File: src/rtl/sweep_meter.sv
// Ping-pong sweep meter shared by the angle and strength selectors.
// It bounces a value between MIN_VAL and MAX_VAL on each tick until the player locks it.
module sweep_meter #(
    parameter int WIDTH   = 8,
    parameter int MIN_VAL = 0,
    parameter int MAX_VAL = 90,
    parameter int STEP    = 1
) (
    input  logic             clk,
    input  logic             reset,
    input  logic             start,
    input  logic             lock,
    input  logic             clear,
    input  logic             tick,
    output logic             count_en,
    output logic [WIDTH-1:0] value,
    output logic             dir,
    output logic             sweeping,
    output logic             locked
);

    typedef enum logic [1:0] {
        ST_IDLE   = 2'd0,
        ST_SWEEP  = 2'd1,
        ST_LOCKED = 2'd2
    } state_t;

    localparam logic [WIDTH:0]   STEP_W = (WIDTH+1)'(STEP);
    localparam logic [WIDTH:0]   MAX_W  = (WIDTH+1)'(MAX_VAL);
    localparam logic [WIDTH:0]   MIN_W  = (WIDTH+1)'(MIN_VAL);
    localparam logic [WIDTH-1:0] MIN_V  = WIDTH'(MIN_VAL);
    localparam logic [WIDTH-1:0] MAX_V  = WIDTH'(MAX_VAL);

    state_t           state_r, state_s;
    logic [WIDTH-1:0] value_r, value_s;
    logic             dir_r, dir_s;
    logic             lock_d_r;
    logic             lock_rise_s;
    logic             count_en_r, sweeping_r, locked_r;
    logic [WIDTH:0]   up_sum_s, dn_sum_s;

    assign lock_rise_s = lock & ~lock_d_r;
    // One guard bit so the top clamp sees overflow and the bottom clamp sees a negative result.
    assign up_sum_s    = {1'b0, value_r} + STEP_W;
    assign dn_sum_s    = {1'b0, value_r} - STEP_W;

    // Next-state and next-value decode; clear outranks everything except reset.
    always_comb begin
        state_s = state_r;
        value_s = value_r;
        dir_s   = dir_r;
        if (clear) begin
            state_s = ST_IDLE;
            value_s = MIN_V;
            dir_s   = 1'b1;
        end else begin
            case (state_r)
                ST_IDLE: begin
                    if (start) begin
                        state_s = ST_SWEEP;
                        value_s = MIN_V;
                        dir_s   = 1'b1;
                    end else begin
                        state_s = ST_IDLE;
                    end
                end
                ST_SWEEP: begin
                    if (lock_rise_s) begin
                        state_s = ST_LOCKED;
                    end else if (tick) begin
                        if (dir_r) begin
                            if (up_sum_s >= MAX_W) begin
                                value_s = MAX_V;
                                dir_s   = 1'b0;
                            end else begin
                                value_s = up_sum_s[WIDTH-1:0];
                            end
                        end else begin
                            if ($signed(dn_sum_s) <= $signed(MIN_W)) begin
                                value_s = MIN_V;
                                dir_s   = 1'b1;
                            end else begin
                                value_s = dn_sum_s[WIDTH-1:0];
                            end
                        end
                    end else begin
                        state_s = ST_SWEEP;
                    end
                end
                ST_LOCKED: begin
                    if (start) begin
                        state_s = ST_SWEEP;
                        value_s = MIN_V;
                        dir_s   = 1'b1;
                    end else begin
                        state_s = ST_LOCKED;
                    end
                end
                default: begin
                    state_s = ST_IDLE;
                    value_s = MIN_V;
                    dir_s   = 1'b1;
                end
            endcase
        end
    end

    // State, value and flag registers; flags are registered copies of the next-state decode.
    always_ff @(posedge clk) begin
        if (reset) begin
            state_r    <= ST_IDLE;
            value_r    <= MIN_V;
            dir_r      <= 1'b1;
            lock_d_r   <= 1'b0;
            count_en_r <= 1'b0;
            sweeping_r <= 1'b0;
            locked_r   <= 1'b0;
        end else begin
            state_r    <= state_s;
            value_r    <= value_s;
            dir_r      <= dir_s;
            lock_d_r   <= lock;
            count_en_r <= (state_s == ST_SWEEP);
            sweeping_r <= (state_s == ST_SWEEP);
            locked_r   <= (state_s == ST_LOCKED);
        end
    end

    assign count_en = count_en_r;
    assign sweeping = sweeping_r;
    assign locked   = locked_r;
    assign value    = value_r;
    assign dir      = dir_r;

endmodule

File: config.mk
export PLATFORM = sky130hd
export DESIGN_NAME = sweep_meter
export DESIGN_NICKNAME = d
export VERILOG_FILES = /design/src/rtl/sweep_meter.sv
export SDC_FILE = /design/constraint.sdc
export NUM_CORES = 1
export LEC_CHECK = 0
export ABC_CLOCK_PERIOD_IN_PS = 2700
export BUFFER_PORTS_ARGS = -buffer_cell sky130_fd_sc_hd__buf_2
export CORE_MARGIN = 5
export CORE_UTILIZATION = 45
export CTS_CLUSTER_DIAMETER = 100
export DETAILED_ROUTE_END_ITERATION = 6
export GPL_ROUTABILITY_DRIVEN = 0
export PLACE_DENSITY = 0.67
export SYNTH_ARGS = -nofsm -noshare
export SYNTH_HDL_FRONTEND = slang
export SYNTH_SLANG_ARGS = --single-unit
File: constraint.sdc
create_clock -name clk -period 2.7 [get_ports clk]
set_input_delay 0.27 -clock clk [delete_from_list [all_inputs] [get_ports clk]]
set_output_delay 0.27 -clock clk [all_outputs]
set_load 0.05 [all_outputs]
## After elaboration in Yosys (flattened, before gate mapping)

Cells that the tools add are included.

- $add $sub $neg: 2
- $lt $le $gt $ge: 2
- Eq/ne operators: 7
- Multiplexer cells: 20
- Bitwise operators: 2
- Reduce and logical (&&, ||, !) cells: 4

Operator list:

| kind | number |
|---|---|
| $mux W8 | 6 |
| $pmux W8 S2 | 1 |
| $add A8 B1 Y9 const B | 1 |
| $ge A9 B7 Y1 const B | 1 |
| $le A9 B1 Y1 const B | 1 |
| $sub A8 B1 Y9 const B | 1 |
| $mux W2 | 4 |
| $mux W1 | 7 |
| $pmux W2 S3 | 1 |
| $eq A2 B1 Y1 const B | 2 |
| $eq A2 B2 Y1 const B | 2 |
| $ne A2 B2 Y1 const B | 2 |
| $reduce_or A2 Y1 | 2 |
| $reduce_and A3 Y1 | 1 |
| $logic_not A2 Y1 | 1 |
| $ne A2 B1 Y1 const B | 1 |
| $pmux W1 S2 | 1 |
| $and A1 B1 Y1 | 1 |
| $not A1 Y1 | 1 |

- Flip-flop bits (word level): 14
- Output and inout port bits: 12

## Longest topological paths before layout

- Depth in word-level cells: 7
- Gate-level depth with buffers: 9

## Worst setup path before layout

OpenSTA, ideal clock, no wires.

- Path kind: reg2reg
- From: register value_r[0] (netlist: value[0])
- To: register value_r[0] (netlist: value[0])
- Arrival time: 2.261 ns
- Data required time: 2.563 ns
- Slack: 0.302 ns
- Cell stages (with the launch flop): 10
- Buffers on the path: 1
- Period minus slack after synthesis: 2.398 ns
- Cells stage by stage: dfxtp_1 buf_6 inv_1 ha_1 or3b_4 nor4_2 a211oi_1 a21boi_1 a211oi_1 a211oi_1

- Word-level cells in the longest chain between the ends: 7

RTL lines:

| element | line | source |
|---|---|---|
| start: declaration | 35 | `logic [WIDTH-1:0] value_r, value_s;` |
| start signal: assignment | 120 | `value_r <= value_s;` |
| $sub A8 B1 Y9 or $add A8 B1 Y9 (tied branches) | 45, 44 |  |
| $le A9 B1 Y1 or $ge A9 B7 Y1 (tied branches) | 79, 72 |  |
| $mux W8 (on tied branches) | 79, 72 |  |
| $mux W8 * | 71 | `if (dir_r) begin` |
| $mux W8 * | 70 | `end else if (tick) begin` |
| $mux W8 * | 68 | `if (lock_rise_s) begin` |
| $pmux W8 S2 * | 57 | `case (state_r)` |

Mark *: on every way between the ends. The rest lies on a longest branch, timed or not. The select of a mux whose other input is x is not followed.
A chain may end at the register's enable or synchronous reset.

## Worst setup path after layout

- From: register value_r[0] (netlist: value[0])
- To: register value_r[5] (netlist: value[5])

The elaborated chain is that of the path after synthesis.

==> flow_summary_export.csv <==
group,metric,value,unit
clocking,cts.path.max_buffers,2,
cells_and_area,instances_no_fill,163,
die,ios,18,
synthesis,synth_compound_area_share,23.83,%
global_routing,grt-ovfl-total,0,
pwr,power.density,370.4,nW/um^2
timing,max_freq,412.6,MHz
die,rows,17,
critical_path,arrival,2.65,ns
pwr,total_power,0.4042,mW
placement,dp_hpwl,1835,um
clocking,cts_hold_buf,0,
detailed_routing,post-route-drc-count,0,
die,fp.dieW,56.84,um
cells_and_area,diodes,0,
cells_and_area,nets,146,
global_routing,grt_pass1_wl,3919,um
synthesis,async_flop_share,0,%
synthesis,synth_top_area_share,28.39,%
global_routing,grt_util_met2,23.27,%
pwr,p_comb_share,8.8,%
timing,skew,0.009298,ns
flow_run,maxCapViolCount,0,
die,core_region_area,2148,um^2
synthesis,ys_warn_count,0,
synthesis,avgSynthCellArea,8.092,um^2
synthesis,synth_cells,122,
pwr,p_leak,0.4659,nW
global_routing,grt_pass1_vias,879,
clocking,numCtsBuffers,3,
pwr,ir_drop,0.3190,mV
clocking,cts_resized,0,
critical_path,crit_type,"reg2reg",
pwr,clock_power_share,39.1,%
cells_and_area,final_area,1091,um^2
timing,hold_violations,0,
timing,finalCriticalPeriod,2.424,ns
pwr,switching_share,24.91,%
pwr,seqPwrFrac,52.1,%
timing,fin_crit_sh,89.77,%
synthesis,yosys.area_share.xor_xnor,6.210,%
global_routing,track_usage,15.38,%
clocking,cts_root_buf,"clkbuf_4",
detailed_routing,vias_per_cell,5.957,
critical_path,start_kind,"register",
detailed_routing,drt-total-wl,2452,um
placement,portBuffers,17,
detailed_routing,wl_per_cell,15.04,um
detailed_routing,drt_iter0_drc,58,
synthesis,synth_area_leaders,"dfxtp_1 (28%), ha_1 (5.1%), nor2_1 (4.2%)",
detailed_routing,via_count,971,
global_routing,use_met1,19.53,%
cells_and_area,fillers,222,
placement,place_inst,159,
timing,relSlewSlack,61.32,%
die,dieArea,3230,um^2
cells_and_area,final_cell_mix,"buf_2 (17), dfxtp_1 (14), nor2_1 (11), nand2_1 (9)",
synthesis,ys.flop_type,"dfxtp_1",
pwr,power.switching,0.1007,mW
detailed_routing,antenna_left,0,
synthesis,yosysUniqueCellTypes,46,
hold_path,holdCritPathClass,"in2reg",
synthesis,synth_top_family_by_area,"simple AND/OR/NAND/NOR gates",
synthesis,yosysTopAreaCell,"dfxtp_1",
critical_path,worstSetupEndpointType,"register",
timing,maxSlewViolCount,0,
global_routing,grt_util_met3,5.517,%
placement,placed_area,1055,um^2
clocking,h-tree-depth,1,
timing,whs,0.1535,ns
synthesis,ys_seq_area_share,28.39,%
clocking,clock_latency,0.29,ns
pwr,p_int,0.3035,mW
synthesis,synth_edf_count,0,
clocking,post_cts_buffers,0,
timing,setup_slack,0.2762,ns
critical_path,worst_ep_required_time,2.93,ns
global_routing,busiest_layer,"met2",
critical_path,ff2ff_setup_slack,0.28,ns
die,start_util,45.95,%
timing,worst_pin_slew,0.5802,ns
clocking,cts_tree,"yes",
clocking,cts.reportedPaths.clkPinSlew,0.10,ns
cells_and_area,fin_util,50.79,%
critical_path,crit_fanout,12,
timing,rsz0062_at_grt,"no",
synthesis,ys_seq_elements,14,
synthesis,syn_nets,132,
global_routing,grt_max_degree,13,
cells_and_area,final_common_cell,"buf_2",
synthesis,synth-simple-area-share,28.26,%
detailed_routing,firstDrtPassIters,4,
global_routing,antenna_found_initial,0,
cells_and_area,area_growth,10.52,%
status,status,"finished, final reports clean",
cells_and_area,drive_gt1_share,22.22,%
synthesis,synth_fa_ha_area_share,5.070,%
timing,setup_viol,0,
placement,dp_slack,0.3973,ns
synthesis,synth.mux.area_fraction,1.014,%
clocking,clkSinkCount,14,
synthesis,synth.cell_area,987.2,um^2
die,die_h,56.84,um
timing,fin_tns_setup,0,ns
-- layer usage --
| metal | share of wire (%) | vias up |
|---|---|---|
| met5 | 0 | - |
| met1 | 46 | 452 |
| met4 | 1.3 | 0 |
| li1 | - | 464 |
| met3 | 7.9 | 4 |
| met2 | 44 | 51 |
-- worst max-delay path, cell delays in order (launching register included) --
cell,delay (ns)
dfxtp_1,0.58
inv_1,0.09
ha_1,0.26
or3b_4,0.27
nor4_2,0.06
a211oi_1,0.51
o21ai_0,0.19
a31o_2,0.29
a21oi_1,0.12
-- Yosys cell counts, drive strengths merged, types with 2 or more instances --
cell type	count
nor3	4
a31o	2
dfxtp	14
xor2	4
nor2	12
a31oi	2
a22o	3
clkbuf	2
and3	2
xnor2	3
a21boi	2
nand2	9
nand3	6
a211oi	4
inv	5
nand4	2
o31ai	3
a21oi	6
o21ai	5
a32oi	2
nor2b	3
buf	6
ha	4
-- flip-flops by register name, indices dropped and copies added (netlist names) --
| signal | flops |
|---|---|
| lock_d_r | 1 |
| value | 8 |
| dir | 1 |
| state_r | 2 |
| locked | 1 |
| sweeping | 1 |
-- final cells by class --
cell class / instances / area (um^2) / area share (%)
clock buffers: 4 / 36.28 / 3.326
inverters: 5 / 18.77 / 1.720
multi-input cells: 95 / 635.6 / 58.26
flip-flops and latches: 14 / 280.3 / 25.69
well taps: 28 / 35.03 / 3.211
repair buffers: 17 / 85.08 / 7.798
-- path summary, 6_finish.rpt --
path	from	endpoint	cells after the start
max	value[0]	value[5]	8
max reg2reg	value[0]	value[5]	8
min reg2reg	state_r[1]	locked	2
min	reset	lock_d_r	2
-- logic make-up (layout without fill, tap and decap cells) --
group,Yosys count,after routing
and+or+nand+nor,49,49
AOI/OAI and AO/OA,34,34
DFF,14,14
buffers and inverters,13,26
xor gates and xnor gates,7,7
adders and majority gates,4,4
muxes,1,1
-- power by group through the flow --
stage	logic [mW]	clock network (mW)	registers, mW
6_report	0.0356	0.158	0.211
5_1_grt	0.0389	0.173	0.211
4_1_cts	0.0356	0.161	0.211
3_5_place_dp	0.0356	0	0.215
3_3_place_gp	0.0353	0	0.215
2_1_floorplan	0.0230	0	0.219
Power figures use the tool's default switching activity.
